### src/rtl/i2c_reg_target.sv
// I2C target front end: synchronises raw SCL/SDA, decodes START/STOP,
// address, sub-address and data bytes, and drives a byte-wide register-file
// port with auto-incrementing pointer on both writes and reads.
// SDA is open drain: sda_oe=1 pulls the line low, the block never drives high.
module i2c_reg_target #(
  parameter logic [6:0]  I2C_ADDR = 7'h70,
  parameter int unsigned ADDR_W   = 3
) (
  input  logic              clk,
  input  logic              rst_n,
  input  logic              scl_in,
  input  logic              sda_in,
  output logic              sda_oe,
  output logic [ADDR_W-1:0] reg_addr,
  output logic [7:0]        reg_wdata,
  output logic              reg_we,
  output logic              reg_re,
  input  logic [7:0]        reg_rdata,
  output logic              busy
);

  typedef enum logic [3:0] {
    ST_IDLE,      // waiting for START
    ST_ADDR,      // shifting in the address byte
    ST_ACK_A,     // pulling SDA for the address ACK
    ST_SUB,       // shifting in the sub-address byte
    ST_ACK_S,     // pulling SDA for the sub-address ACK
    ST_WR,        // shifting in a write data byte
    ST_ACK_W,     // pulling SDA for the data ACK
    ST_RD,        // driving a read byte out, MSB first
    ST_RACK,      // waiting for the master's ACK/NAK
    ST_IDLE_WAIT  // master NAKed; stay off the bus until STOP/START
  } state_t;

  localparam logic [ADDR_W-1:0] ADDR_ONE = {{(ADDR_W-1){1'b0}}, 1'b1};

  // Synchroniser stages and one history flop per line
  logic scl_s1, scl_s2, scl_d;
  logic sda_s1, sda_s2, sda_d;

  // Bus events derived from synchronised values
  logic scl_rise, scl_fall, start_evt, stop_evt;

  // Registered state and next-state values
  state_t              state, state_d;
  logic [3:0]          bit_cnt, bit_cnt_d;
  logic [7:0]          shift_q, shift_d;
  logic [7:0]          tx_q, tx_d;
  logic                sda_oe_d;
  logic [ADDR_W-1:0]   addr_d;
  logic [7:0]          wdata_d;
  logic                we_d, re_d, busy_d;
  logic                shifting;

  // Two-flop synchroniser plus history flop on both pads
  // NOTE: synchroniser flops reset to 1 (idle bus level) so releasing reset
  // never manufactures a false SCL edge or START/STOP.
  always_ff @(posedge clk or negedge rst_n) begin
    if (!rst_n) begin
      scl_s1 <= 1'b1;
      scl_s2 <= 1'b1;
      scl_d  <= 1'b1;
      sda_s1 <= 1'b1;
      sda_s2 <= 1'b1;
      sda_d  <= 1'b1;
    end else begin
      // NOTE: non-blocking assignments make each flop sample the previous
      // stage's old value, which is what builds the shift chain.
      scl_s1 <= scl_in;
      scl_s2 <= scl_s1;
      scl_d  <= scl_s2;
      sda_s1 <= sda_in;
      sda_s2 <= sda_s1;
      sda_d  <= sda_s2;
    end
  end

  // Edge and START/STOP decode on the synchronised lines
  always_comb begin
    scl_rise  = scl_s2 & ~scl_d;
    scl_fall  = ~scl_s2 & scl_d;
    start_evt = scl_s2 & scl_d & sda_d & ~sda_s2;
    stop_evt  = scl_s2 & scl_d & ~sda_d & sda_s2;
  end

  // States in which SCL rises clock a bit into the shift register / bit count
  always_comb begin
    shifting = (state == ST_ADDR) || (state == ST_SUB) ||
               (state == ST_WR)   || (state == ST_RD);
  end

  // Next-state and registered-output logic
  // NOTE: every variable gets a default before the case, so no path can
  // leave one unassigned and infer a latch.
  always_comb begin
    state_d   = state;
    bit_cnt_d = bit_cnt;
    shift_d   = shift_q;
    tx_d      = tx_q;
    sda_oe_d  = sda_oe;
    addr_d    = reg_addr;
    wdata_d   = reg_wdata;
    we_d      = 1'b0;
    re_d      = 1'b0;
    busy_d    = busy;

    // Pointer advances the cycle after each write strobe
    if (reg_we) addr_d = reg_addr + ADDR_ONE;

    // Data is sampled on SCL rise; the count saturates at a full byte
    if (scl_rise && shifting && (bit_cnt < 4'd8)) begin
      shift_d   = {shift_q[6:0], sda_s2};
      bit_cnt_d = bit_cnt + 4'd1;
    end

    unique case (state)
      ST_ADDR: begin
        if (scl_fall && (bit_cnt == 4'd8)) begin
          if (shift_q[7:1] == I2C_ADDR) begin
            state_d  = ST_ACK_A;
            sda_oe_d = 1'b1;
            busy_d   = 1'b1;
          end else begin
            state_d  = ST_IDLE;
            sda_oe_d = 1'b0;
          end
        end
      end

      ST_ACK_A: begin
        // shift_q[0] still holds R/W: nothing shifts during the ACK slot
        if (scl_fall) begin
          bit_cnt_d = 4'd0;
          if (shift_q[0]) begin
            tx_d     = reg_rdata;
            re_d     = 1'b1;
            sda_oe_d = ~reg_rdata[7];
            state_d  = ST_RD;
          end else begin
            sda_oe_d = 1'b0;
            state_d  = ST_SUB;
          end
        end
      end

      ST_SUB: begin
        if (scl_fall && (bit_cnt == 4'd8)) begin
          addr_d   = shift_q[ADDR_W-1:0];
          sda_oe_d = 1'b1;
          state_d  = ST_ACK_S;
        end
      end

      ST_ACK_S, ST_ACK_W: begin
        if (scl_fall) begin
          sda_oe_d  = 1'b0;
          bit_cnt_d = 4'd0;
          state_d   = ST_WR;
        end
      end

      ST_WR: begin
        if (scl_fall && (bit_cnt == 4'd8)) begin
          wdata_d  = shift_q;
          we_d     = 1'b1;
          sda_oe_d = 1'b1;
          state_d  = ST_ACK_W;
        end
      end

      ST_RD: begin
        if (scl_fall) begin
          if (bit_cnt == 4'd8) begin
            sda_oe_d = 1'b0;
            state_d  = ST_RACK;
          end else begin
            sda_oe_d = ~tx_q[3'd7 - bit_cnt[2:0]];
          end
        end
      end

      ST_RACK: begin
        // Pointer moves on the ACK rise so reg_rdata is settled by the fall
        if (scl_rise) begin
          if (!sda_s2) addr_d  = reg_addr + ADDR_ONE;
          else         state_d = ST_IDLE_WAIT;
        end else if (scl_fall) begin
          tx_d      = reg_rdata;
          re_d      = 1'b1;
          sda_oe_d  = ~reg_rdata[7];
          bit_cnt_d = 4'd0;
          state_d   = ST_RD;
        end
      end

      default: ;  // ST_IDLE, ST_IDLE_WAIT: only START/STOP matter
    endcase

    // START/STOP abort anything in flight; a truncated byte never strobes
    if (start_evt) begin
      state_d   = ST_ADDR;
      bit_cnt_d = 4'd0;
      sda_oe_d  = 1'b0;
      we_d      = 1'b0;
      re_d      = 1'b0;
    end else if (stop_evt) begin
      state_d   = ST_IDLE;
      sda_oe_d  = 1'b0;
      busy_d    = 1'b0;
      we_d      = 1'b0;
      re_d      = 1'b0;
    end
  end

  // State register; async reset also releases SDA immediately
  always_ff @(posedge clk or negedge rst_n) begin
    if (!rst_n) begin
      state     <= ST_IDLE;
      bit_cnt   <= 4'd0;
      shift_q   <= 8'h00;
      tx_q      <= 8'h00;
      sda_oe    <= 1'b0;
      reg_addr  <= '0;
      reg_wdata <= 8'h00;
      reg_we    <= 1'b0;
      reg_re    <= 1'b0;
      busy      <= 1'b0;
    end else begin
      state     <= state_d;
      bit_cnt   <= bit_cnt_d;
      shift_q   <= shift_d;
      tx_q      <= tx_d;
      sda_oe    <= sda_oe_d;
      reg_addr  <= addr_d;
      reg_wdata <= wdata_d;
      reg_we    <= we_d;
      reg_re    <= re_d;
      busy      <= busy_d;
    end
  end

endmodule
### config.mk
export PLATFORM = sky130hd
export DESIGN_NAME = i2c_reg_target
export DESIGN_NICKNAME = d
export VERILOG_FILES = /design/src/rtl/i2c_reg_target.sv
export SDC_FILE = /design/constraint.sdc
export NUM_CORES = 1
export LEC_CHECK = 0
export CORE_MARGIN = 1.5
export CORE_UTILIZATION = 45
export DETAILED_ROUTE_END_ITERATION = 12
export GPL_ROUTABILITY_DRIVEN = 0
export GPL_TIMING_DRIVEN = 0
export PLACE_DENSITY_LB_ADDON = 0.2
export SETUP_SLACK_MARGIN = 0.5
export SYNTH_ARGS = -nofsm -noshare
export SYNTH_HDL_FRONTEND = slang
export SYNTH_SLANG_ARGS = --single-unit
### constraint.sdc
create_clock -name clk -period 2.5 [get_ports clk]
set_input_delay 0.5 -clock clk [delete_from_list [all_inputs] [get_ports clk]]
set_output_delay 0.5 -clock clk [all_outputs]
set_load 0.01 [all_outputs]
* Word-level counts from Yosys, hierarchy flattened
Index checks and enable logic that the tools add are counted.
W data, S select, Z words.
** Word-level totals
- Register bits after elaboration :: 45
- Word-level logic and storage cells :: 137
** Operators by class
- Add/subtract/negate cells :: 3
- Order comparisons :: 2
- Eq/ne operators :: 26
- Muxes and demuxes :: 61
- Bitwise logic cells :: 13
- Reduce and logical (&&, ||, !) cells :: 16
** Operators by type and width (number)
- $mux W4 :: 16
- $mux W8 :: 4
- $mux W1 :: 28
- $pmux W4 S7 :: 1
- $ne A4 B4 Y1 const B :: 5
- $eq A4 B3 Y1 const B :: 4
- $ne A4 B3 Y1 const B :: 4
- $pmux W8 S2 :: 1
- $mux W3 :: 5
- $ne A5 B5 Y1 const B :: 2
- $reduce_and A10 Y1 :: 1
- $reduce_bool A9 Y1 :: 1
- $eq A4 B2 Y1 const B :: 2
- $eq A4 B4 Y1 const B :: 2
- $ne A2 B2 Y1 const B :: 4
- $pmux W4 S2 :: 1
- $reduce_and A8 Y1 :: 1
- $reduce_bool A8 Y1 :: 1
- $and A1 B1 Y1 :: 7
- $eq A7 B7 Y1 const B :: 1
- $not A1 Y1 :: 6
- $pmux W1 S6 :: 1
- $pmux W3 S2 :: 1
- $reduce_and A5 Y1 :: 1
- other kinds (16) :: 21

* Depth between registers and ports, before layout
Gate-level depths: netlist of run 1.
- Word-level depth :: 11
- Depth in mapped cells :: 8

* Least setup slack after synthesis of run 1
OpenSTA, ideal clock, no wires.
- Path kind :: reg-to-reg
- Start point :: register state[2]
- End point :: register tx_q[0]
- Setup time :: 0.127 ns
- Arrival time :: 1.632 ns
- Required time :: 2.373 ns
- Slack :: 0.740 ns
- Stages on the path, launching flop included :: 6
- Path buffers :: 1
- Clock period less this slack :: 1.760 ns
- Path through :: dfrtp_1 buf_4 or4b_4 nor2_4 o21ai_2 mux2_1
** On the way
- Word-level cells in the longest chain between the ends :: 3
- Elaborated cells on any way between the ends :: 9
- Classes of those cells :: eq/ne (6); mux (1); reduce/logical (2)
** Ends and longest elaborated chain
- start, declared :: line 45 : state_t state, state_d;
- start signal, assigned :: line 229 : state <= state_d;
- $eq A4 B2 Y1 / $eq A4 B4 Y1 (equally long branches) :: line 116 : unique case (state)
- $ne A2 B2 Y1 (no line) / $reduce_bool A2 Y1 (equally long branches)
- $reduce_and A5 Y1 (no line)
- end signal, assigned :: line 232 : tx_q <= tx_d;
- end, declared :: line 48 : logic [7:0] tx_q, tx_d;
Several ways; a longest one is shown, not always the timed one.
A chain may end at the register's enable or synchronous reset.

* Final worst setup path of run 1
Ends and elaborated chain as after synthesis.

==> results of run 1 <==
area by class of cell:
class | count | area share [%]
sequential | 45 | 41.24
multi-input combinational | 133 | 39.05
timing repair buffer | 29 | 10.56
tap | 67 | 3.050
clock buffer | 5 | 2.503
buffer | 7 | 2.139
clock inverter | 3 | 0.7738
inverter | 5 | 0.6827
where the power goes:
part           switching, uW  total [uW]  internal, uW
sequential               155        1050           896
combinational            452         904           453
clock                    257         456           198
total                    864        2410          1550
critical path: cells and delay by family (launching register included):
kind | cells | cell delay [ps]
buf+inv | 1 | 180
simple gates | 2 | 690
flops | 1 | 410
mux | 1 | 340
compound gates | 1 | 160
cells in the final DEF (no fill, tap or decap), drive strengths merged, types with 2 or more instances in the layout:
cell,instances
dfrtp,39
clkdlybuf4s50,25
mux2,24
nor2,18
nand2,15
buf,9
o21ai,9
clkbuf,7
a21oi,7
a22oi,6
dfstp,6
inv,6
ha,6
nor2b,5
mux2i,4
nor3,4
nand2b,3
and3,3
xor2,2
xnor2,2
and2,2
and4,2
nor4,2
o31ai,2
mux4,2
o22ai,2
a2111oi,2
worst max-delay path by stage:
stage                           from      endpoint  slack [ps]  depth (start not counted)
after global routing          scl_s2      state[2]         510                          7
after global placement         rst_n      state[1]        -280                          1
final                       state[2]       tx_q[0]         600                          5
after detailed placement  bit_cnt[0]  reg_wdata[5]         510                          5
after CTS                     scl_s2    shift_q[7]         530                          5
after floorplan             state[2]       tx_q[0]         740                          5
kinds of logic after synthesis:
family / count (synthesis) / share of synthesized area, %
flip-flops: 45 / 50.06
adder cells (fa/ha/maj): 6 / 3.315
AO/OA/AOI/OAI: 35 / 11.77
buffers and inverters: 12 / 3.315
AND/OR/NAND/NOR: 58 / 13.98
XOR/XNOR: 4 / 1.547
multiplexers: 30 / 16.02
metal layers:
layer | up-vias | track usage, %
met5 | - | 0
met4 | 0 | 7.407
met3 | 4 | 3.388
met2 | 39 | 25.89
met1 | 780 | 23.71
li1 | 756 | -
sequential cells by signal (all words and copies together) (netlist names):
signal / cells
reg_wdata: 8
shift_q: 8
state: 4
reg_we: 1
scl_d: 1
reg_addr: 3
sda_d: 1
sda_oe: 1
tx_q: 8
sda_s1: 1
scl_s2: 1
scl_s1: 1
sda_s2: 1
bit_cnt: 4
busy: 1
reg_re: 1
repair_timing:
action,4_1_cts,5_1_grt
pin swaps,1,2
resized for setup,0,7
buffers inserted,1,1
endpoints found under the setup margin,5,20
stage by stage:
stage               utilization [%]  std cells  power (uW)  cell area (sq um)  hold WS (ps)
finish                        57.44        294        2411               2749         142.0
global route                  57.44        294        2580               2749         166.8
global placement              54.51        283        1936               2609         346.4
detailed placement            54.82        284        1952               2624         347.5
floorplan                         -        190        1715               2265         204.4
CTS                           56.86        293        2415               2721         148.4
==> summary by stage, run 1 <==
Floorplanning
The number of top-level pins is 27. The die outline area is 0.005467 sq mm. The region available for standard cell placement spans 0.004786 sq mm. Measured along the y axis, the die boundary spans 73.94 microns. The floorplan has 25 rows. For this configuration, the core starts out at a cell density of 47.32%. The width of the die is 73.94 microns.

Worst setup path
The worst setup slack for register-to-register paths is 600 ps. The critical path start-end classification is flop to flop. Counting cells, the worst reg-to-reg path comes to 5. The reg-to-reg critical path startpoint is state[2]. The type of origin of the critical path is a flop. The arrival time at the worst endpoint is 2080 ps. The worst reg2reg path endpoint is tx_q[0]. For this design, the slowest cell found on the critical path is or4b_4.

For this run, the slowest stage of the critical path takes 570 ps. Of all nets on the critical path, the largest fanout is 10. Walking the worst path, the cells encountered are buf_4, or4b_4, nor2_4, o21ai_2, mux2_1. The required time reported for the critical path endpoint is 2680 ps.

The endpoint type of the worst setup path is a flop.

Synth
The number of synthesized flops with an enable pin is 0. The synthesized design spends more area on one cell type than any other, namely dfrtp_1. After synthesis, the mean cell area works out to 11.92 sq um. In the post-synthesis netlist, the cell with the most instances is dfrtp_1. Yosys mapped the design onto 45 distinct sky130hd cell types.

The part of the Yosys area used for sequential elements is 50.06%. After synthesis, the cell types taking the most area are dfrtp_1 (43%), mux2_1 (7.5%), dfstp_2 (7.0%). In the synthesized netlist the dominant register cell turns out to be dfrtp_1. The share of synthesized registers carrying an async set or reset is 100.0%. The synthesis warning total is 0.

Counting flops and latches in the post-synthesis netlist gives 45. The number of nets handed over by synthesis was 208. The cell count after synthesis is 190. In this run the cell area of the synthesized design comes to 0.002265 sq mm. Of the post-synthesis cell area, the dominant cell type holds 43.09%. Counting instances in the post-synthesis netlist gives the leading cell types as dfrtp_1 (39), nor2_1 (17), mux2_1 (15), nand2_1 (15), mux2_2 (9).

Clock network
For the worst-skew pair, the clock arrives at the later sink with an insertion delay of 300 ps. The post-cts hold buffer count is 0. Counting every sink on the clock net gives 45. The cell chosen for the clock root is clkbuf_8. Clock-pin slew was measured on the worst setup and hold paths at 90 ps. CTS built an H-tree with a depth of 2. The clock passes through at most 2 buffers. TritonCTS built the clock tree.

The number of buffers created by CTS is 5.

Global routing
The overflow left after global routing is 0. The number of global-route vias before repair is 1502. The pin count of the biggest net entering global routing is 27. The aggregate global-route resource usage is 16.99%. The global-route wire length before repair is 7044 microns. The number of antenna violations at the first check in global routing came to 0.

Pwr
Summed over all cells, the static leakage comes to 0.001215 uW. The maximum resistive drop on vdd is 0.4245 mV. The power per cell area is 877.2 mW/mm^2.

STA
Adding up every negative setup slack in the final design gives 0 ps. The number of failing hold endpoints at the final stage is 0. In this run the tightest slew margin relative to its limit is 67.91%.

The clock skew is 6.938 ps. After layout, the worst setup slack is 603.1 ps. The number of slew-limit violations in the final report is 0. Derived from the worst setup path, the maximum achievable clock frequency is 527.2 MHz.

Dividing the final minimum period by the clock period gives 75.87%. The minimum clock period is 1897 ps. Setup violations remaining at the end of the flow were counted as 0.

For the pin with the worst max-slew slack, the measured transition is 477.0 ps. Setup repair after global routing left no endpoint under its margin.

Layout
The antenna diode count is 0. The layout cell share with drive strength beyond 1 is 20.26%. After the last flow step, the layout net total stands at 244. In the final layout, the multi-input gates occupy 0.001074 sq mm.

The number of filler instances in the final layout is 419. Relative to the synthesized area, the layout overhead comes to 21.38%. Summing all flip-flop and latch instances after layout gives 0.001134 sq mm.

Detailed routing
The first TritonRoute pass finished after 4 iterations. The wire length per cell after detailed routing is 14.32 microns. Detailed routing placed a total of 1990 microns of wire on met2.

Using the TritonRoute via totals, the vias-per-cell ratio works out to 5.371. For this block, wires on met1 add up to 1990 microns. The number of nets with antenna violations after detailed routing is 0.

Summed over all nets, wire length on met3 after detailed routing comes to 182 microns. In this run the top signal layer used is met4. For this run, design rule violations remaining after detail routing come to 0.

The final route contains 1579 vias. For this block, the routed nets add up to 4209 microns of wire. The detailed router finished its first iteration with 91 violations.

Run
The max-cap violation count is 0.

Placement
OpenSTA, run right after detailed placement, puts the worst setup slack at 507.9 ps. The sum of net half-perimeters after detailed placement is 3012 microns. The number of port buffers is 26.

Worst hold path
The worst hold path belongs to the class primary input to asynchronous set/reset pin.

Outcome
The flow ran to the end, and the final reports show no timing, DRC or antenna violations.
No activity file was read; power rests on OpenSTA's default activity.
==> run 2: changes to the inputs <==
clock period = 1.62 ns   (was 2.5 ns; I/O delays follow)
==> run 2 against run 1 <==
The run now ends with setup timing left. Count of clock-buffer cells in the layout unchanged. Total power increased by 92%. Global-route usage up 3.7 points. First-iteration DRC count increased by 42%. Largest cell class is now multi-input gates. Largest power group is now combinational logic.
==> summary by stage, run 2 (synthesis results as in run 1) <==
Clock network
The number of buffers created by CTS is 5. The CTS tree is built. In this run the number of H-tree levels came out at 2. The number of clock sinks is 45. Clock-pin slew was measured on the worst setup and hold paths at 80 ps. For the worst-skew pair, the clock arrives at the later sink with an insertion delay of 300 ps. The maximum count of clock buffers along a single path is 2. The cell chosen for the clock root is clkbuf_8.

Layout
The total non-filler cell area in the finished layout is 0.003352 sq mm. The final layout net count is 281. The top cell types in the final layout, fill and taps aside, are dfrtp_1 (36), buf_4 (32), mux2_4 (24).

The antenna diode count is 0. Compared with the post-synthesis result, the final layout area differs by 48.01%. In the final layout, the registers with the most flip-flops are reg_wdata: 8 flops, shift_q: 8 flops, tx_q: 8 flops. The layout cell share with drive strength beyond 1 is 54.17%. The number of filler instances in the final layout is 338. The final core area utilization is 70.04%. The most common cell after layout, fill and taps aside is dfrtp_1.

Detailed routing
The final layout contains routed wiring with a total length of 5526 microns. For this block, wires on met1 add up to 2316 microns. In the routed layout, each cell is associated on average with a via count of 5.402.

In the routed design, unresolved DRC markers number 0. The first detailed-routing pass ran for 4 iterations. After detailed routing, the average wire length per cell comes to 16.69 microns. The total number of vias is 1788.

The amount of wire on met3 after detailed routing is 253 microns. The detail route stage leaves a number of antenna-violating nets equal to 0. Summed over all nets, wire length on met2 after detailed routing comes to 2829 microns. The detailed router used layers up to and including met4. The DRC marker count from the first detailed-route iteration is 129.

Global routing
The aggregate global-route resource usage is 20.72%. The pin count of the biggest net entering global routing is 33. The global-route wire length before repair is 8473 microns. The overflow left after global routing is 0.

The number of global-route vias before repair is 1753. The number of antenna violations at the first check in global routing is 0.

STA
The relative slew slack is 68.67%. The clock skew is 6.547 ps. Setup repair after global routing could not meet its margin everywhere. The minimum clock period is 1821 ps.

Setup violations remaining at the end of the flow were counted as 36. In the post-route analysis, the smallest setup slack over all paths is -200.9 ps. For the pin with the worst max-slew slack, the measured transition is 465.7 ps. The number of slew-limit violations in the final report came to 0. In the finished design, the share of the clock period the worst path needs comes to 112.4%. The number of failing hold endpoints at the final stage was 0. Timing would allow up to 549.2 MHz.

Run
Max-cap violations in this run came to 0.

Pwr
Overall power consumption after layout is estimated at 4637 uW. The sequential group share of total power is 35.0%. The power per cell area is 1383 mW/mm^2. The maximum resistive drop on vdd is 0.8064 mV.

The static leakage power is 0.001579 uW. The design internal power is 2921 uW. In this run switching power makes up 36.99% of total power. Combinational logic burns 49.7% of the power. Summed over all nets, the switching power comes to 1715 uW. The share of power burned in the clock network is 15.3%.

Worst setup path
STA classifies the critical path startpoint as a flop. By startpoint and endpoint, the worst setup path is classified as flop to flop. Data on the critical path arrives at its endpoint at 2000 ps. The required time reported for the critical path endpoint is 1800 ps.

The worst setup path is captured at a flop. The largest fanout of any net on the critical path is 5.

Outcome
The checks that failed: setup timing. The run finished, with violations left.

Floorplanning
The number of top-level pins is 27. The initial core utilization is 47.32%. The floorplan step set the die width to 73.94 microns. After floorplanning, the core was sized to cover 0.004786 sq mm.

The vertical die dimension is 73.94 microns. The number of core rows is 25. The floorplan step defined a die boundary enclosing 0.005467 sq mm.

Worst hold path
The type of the worst min-delay path is flop to flop.

Placement
The total cell area at the placement stage is 0.002743 sq mm. The number of port buffers is 26. The sum of net half-perimeters after detailed placement is 3128 microns.
-- run 2: cell count changes in the layout (fill, tap and decap cells not counted), moves of 9 or more --
| cell | before | now |
|---|---|---|
| mux2_1 | 15 | 0 |
| buf_4 | 5 | 32 |
| buf_6 | 0 | 10 |
| buf_2 | 2 | 16 |
| mux2_2 | 9 | 0 |
| clkdlybuf4s50_1 | 25 | 10 |
| mux2_4 | 0 | 24 |
-- run 2: final timing paths --
check,start,end,slack [ps],cells past startpoint
setup / recovery,scl_d,state[3],-200,6
setup reg to reg,scl_d,state[3],-200,6
hold reg to reg,scl_s1,scl_s2,360,0
max in group asynchronous,rst_n,scl_d,640,3
min in group asynchronous,rst_n,bit_cnt[0],440,2
hold / removal,scl_s1,scl_s2,360,0
-- run 2: area by class of cell --
cell class                 instances  area [sq um]  share of cell area [%]
multi-input combinational        133          1396                   41.66
sequential                        45          1137                   33.93
timing repair buffer              66         526.8                   15.71
buffer                             7         95.09                   2.837
tap                               67         83.83                   2.501
clock buffer                       5         68.82                   2.053
clock inverter                     3         22.52                  0.6719
inverter                           5         21.27                  0.6346
-- run 2: worst max-delay path: stages (launching register included) --
cell and delay, ps:
dfstp_2 620, ha_4 230, nor3_4 190, a21oi_2 90, o22ai_4 280, and4_1 250
a211oi_2 40
-- run 2: repair_timing --
item / CTS / global route
hold buffers: 1 / 0
pin swaps: 11 / 23
gates resized for setup: 97 / 32
setup endpoints to repair: 54 / 54
buffers inserted: 23 / 14
hold endpoints to repair: 11 / 0
gates cloned: 1 / 0
-- run 2: stage by stage --
step	setup WS [ps]	std cells	setup TNS, ps	hold WS [ps]
2_1_floorplan	-109.8	190	-1366	28.41
3_3_place_gp	-1101	283	-45290	345.5
3_5_place_dp	-335.3	284	-5693	237.7
4_1_cts	-183.2	317	-3058	360.0
5_1_grt	-260.7	331	-7140	361.4
6_report	-200.9	331	-5126	358.6
-- run 2: power groups by stage --
stage,combinational [uW],sequential (uW),clock [uW]
finish,2300,1620,709
floorplan,1140,1600,0
global placement,1440,1660,0
CTS,1880,1600,725
global route,2460,1660,764
detailed placement,1460,1660,0
-- run 2: metal layers --
metal	up-vias	GRT usage, %
met5	-	0
met4	0	9.053
met3	13	4.201
met2	53	33.13
met1	890	27.47
li1	832	-
==> run 3: changes to the inputs <==
CTS_BUF_LIST = sky130_fd_sc_hd__clkbuf_16   (was not set)
SLEW_MARGIN = 20   (was not set)
clock period = 1.8 ns   (was 1.62 ns; I/O delays follow)
==> run 3 against run 2 <==
The flow still finishes with violations (setup timing). Non-clock buffer count decreased by 9. First-iteration DRC count increased by 9.3%. Via count decreased by 1.3%. Count of clock-buffer cells in the layout did not move. Critical path depth stayed put. Combinational power decreased by 20%. Clock power up 42%. Cell area about the same. Clock skew fell by 1.3 ps. Register-to-register slack improved by 110 ps. Critical endpoint is now state[2]. Largest power group unchanged.
==> summary by stage, run 3 (synthesis results as in run 1) <==
Worst hold path
Counting instances, the worst hold path has a depth of 0. The worst hold path begins at sda_s1. The hold-critical path endpoint is sda_s2. The type of the worst min-delay path is flop to flop.

Worst setup path
The worst setup path is captured at a flop. At the worst endpoint, the required time is 1970 ps. Together, buffers and inverters on the worst path number 1. Setup slack on the worst reg-to-reg path comes out at -90 ps. The worst setup path is of the flop to flop kind. Broken down by cell family, the worst path's largest delay share belongs to compound AO/OA/AOI/OAI gates. In this design, the stage delay of the slowest critical-path cell is 570 ps. The worst setup path is launched from a flop. The slowest stage of the critical path belongs to the cell dfstp_2. The worst reg2reg path endpoint is state[2]. The worst register-to-register path has a depth of 6. Data arrives at the worst endpoint at 2050 ps. Walking the worst path, the cells encountered are ha_4, clkbuf_16, nor2_4, a2111oi_4, a21oi_1, a311oi_1. The largest fanout of any net on the critical path is 6. The reg-to-reg critical path startpoint is scl_d.

Layout
From synthesis to final layout, the design area changed by 48.12%. The final layout net count is 273. The final core area utilization is 70.09%. The layout cell share with drive strength beyond 1 is 43.75%. The antenna diode count is 0. The most common cell after layout, fill and taps aside is dfrtp_1. In the final layout, the registers with the most flip-flops are reg_wdata: 8 flops, shift_q: 8 flops, tx_q: 8 flops. The library cells used most frequently in the layout, excluding fill and tap cells, are dfrtp_1 (36), mux2_4 (24), buf_4 (17). After routing the design area is 0.003354 sq mm.

STA
The final worst-path setup slack is -87.95 ps. Based on the critical path, the design can be clocked at up to 529.7 MHz. The final count of negative-setup-slack endpoints is 12. The number of failing hold endpoints at the final stage came to 0. The routed design could run at a clock period as short as 1888 ps.

Setup repair after global routing could not meet its margin everywhere. The clock skew is 5.208 ps. The relative slew slack is 68.98%. In the finished design, the share of the clock period the worst path needs comes to 104.9%.

The number of slew-limit violations in the final report is 0. Summed over all failing endpoints, the final setup total negative slack is -593.5 ps. The worst-margin pin slew is 461.1 ps.

Pwr
The analysis attributes to cell leakage a power of 0.001579 uW. The power per cell area is 1292 mW/mm^2. The maximum resistive drop on vdd is 0.8506 mV.

Global routing
The global-route wire length before repair is 8838 microns. The number of global-route vias before repair is 1768. Entering global routing, the biggest net connects 34 pins. The number of antenna violations at the first check in global routing is 0. Summed over all layers, the global routing overflow is 0.

Global routing used 21.76% of the available tracks across all layers.

Placement
The total cell area at the placement stage is 0.002733 sq mm. Summed over all nets, the half-perimeter wirelength after detailed placement is 3391 microns. Before CTS, the worst setup slack after placement is -255.8 ps. The number of port buffers is 26.

Floorplanning
The die outline area is 0.005467 sq mm. The initial core utilization is 47.32%. The vertical die dimension is 73.94 microns. In this run the count of I/O pins placed on the die edge is 27. The width of the die is 73.94 microns. The number of core rows is 25. The region available for standard cell placement spans 0.004786 sq mm.

Clock network
The maximum count of clock buffers along a single path is 2. In this run the clock root is driven by a clkbuf_16. TritonCTS built the clock tree. The number of H-tree levels is 2.

The clock latency on the worst-skew pair is 290 ps. The clock transition at the register clock pins on the worst setup and hold paths after CTS is 60 ps. The clock net in this run drives a total of 45 sinks. TritonCTS created 5 clock buffers.

Outcome
The flow ran to the end, but the final reports show violations. The checks that failed: setup timing.

Detailed routing
The number of optimization iterations in the first detailed-route pass is 4. The routed design has 5439 microns of wire. The detailed router placed 1765 vias in this run. For this run, design rule violations remaining after detail routing come to 0. Dividing the detail-routed wire length by the instance count gives 16.84 microns. The DRC marker count from the first detailed-route iteration is 141. After detailed routing, the number of vias per cell comes to 5.464.

The number of nets with antenna violations after detailed routing is 0.

Run
Max-cap violations in this run came to 0.
run 3: metal layers:
| metal | GRT usage (%) | wire [microns] | share of wire, % |
|---|---|---|---|
| met1 | 29.02 | 2297 | 42 |
| met2 | 34.62 | 2748 | 51 |
| met3 | 4.472 | 251 | 4.6 |
| met4 | 9.465 | 142 | 2.6 |
| met5 | 0 | 0 | 0 |
run 3: worst reg2reg max path, stage by stage, from the launching register on:
cell	delay, ps
dfstp_2	570
ha_4	150
clkbuf_16	130
nor2_4	30
a2111oi_4	470
a21oi_1	130
a311oi_1	290
run 3: power by group:
part | internal [uW] | total, uW | leakage, uW | switching [uW]
Clock | 645 | 1010 | 0.0000826 | 369
Combinational | 985 | 1830 | 0.000924 | 849
Sequential | 1250 | 1490 | 0.000572 | 233
Total | 2880 | 4330 | 0.00158 | 1450
run 3: cell type report:
class                   count  area (sq um)
plain buffers               7         88.84
clock buffers               5         125.1
clock inverters             3         37.54
fillers                   326          1431
inverters                   5         21.27
multi-input cells         134          1320
flip-flops and latches     45          1137
well taps                  67         83.83
repair buffers             57         540.5
run 3: per-stage QoR:
| step | cells | hold slack (ps) | power, uW |
|---|---|---|---|
| finish | 323 | 358.9 | 4333 |
| global route | 323 | 362.2 | 4573 |
| CTS | 314 | 361.8 | 4192 |
| detailed placement | 284 | 277.7 | 2815 |
| global placement | 283 | 345.6 | 2744 |
| floorplan | 190 | 64.41 | 2451 |
run 3: what timing repair did:
| item | 4_1_cts | 5_1_grt |
|---|---|---|
| pin swaps | 21 | 16 |
| endpoints found under the setup margin | 54 | 43 |
| gates cloned | 2 | 0 |
| endpoints found under the hold margin | 9 | 0 |
| resized for setup | 78 | 20 |
| setup buffers | 19 | 9 |
| hold buffers | 1 | 0 |
run 3: worst max path at each step:
stage / start / end / slack [ps] / cells past startpoint
6_report: scl_d / state[2] / -90 / 6
4_1_cts: scl_s2 / state[2] / -50 / 7
3_3_place_gp: rst_n / bit_cnt[1] / -880 / 1
2_1_floorplan: state[2] / tx_q[0] / 70 / 5
3_5_place_dp: bit_cnt[1] / state[2] / -260 / 5
5_1_grt: bit_cnt[3] / state[0] / -150 / 7
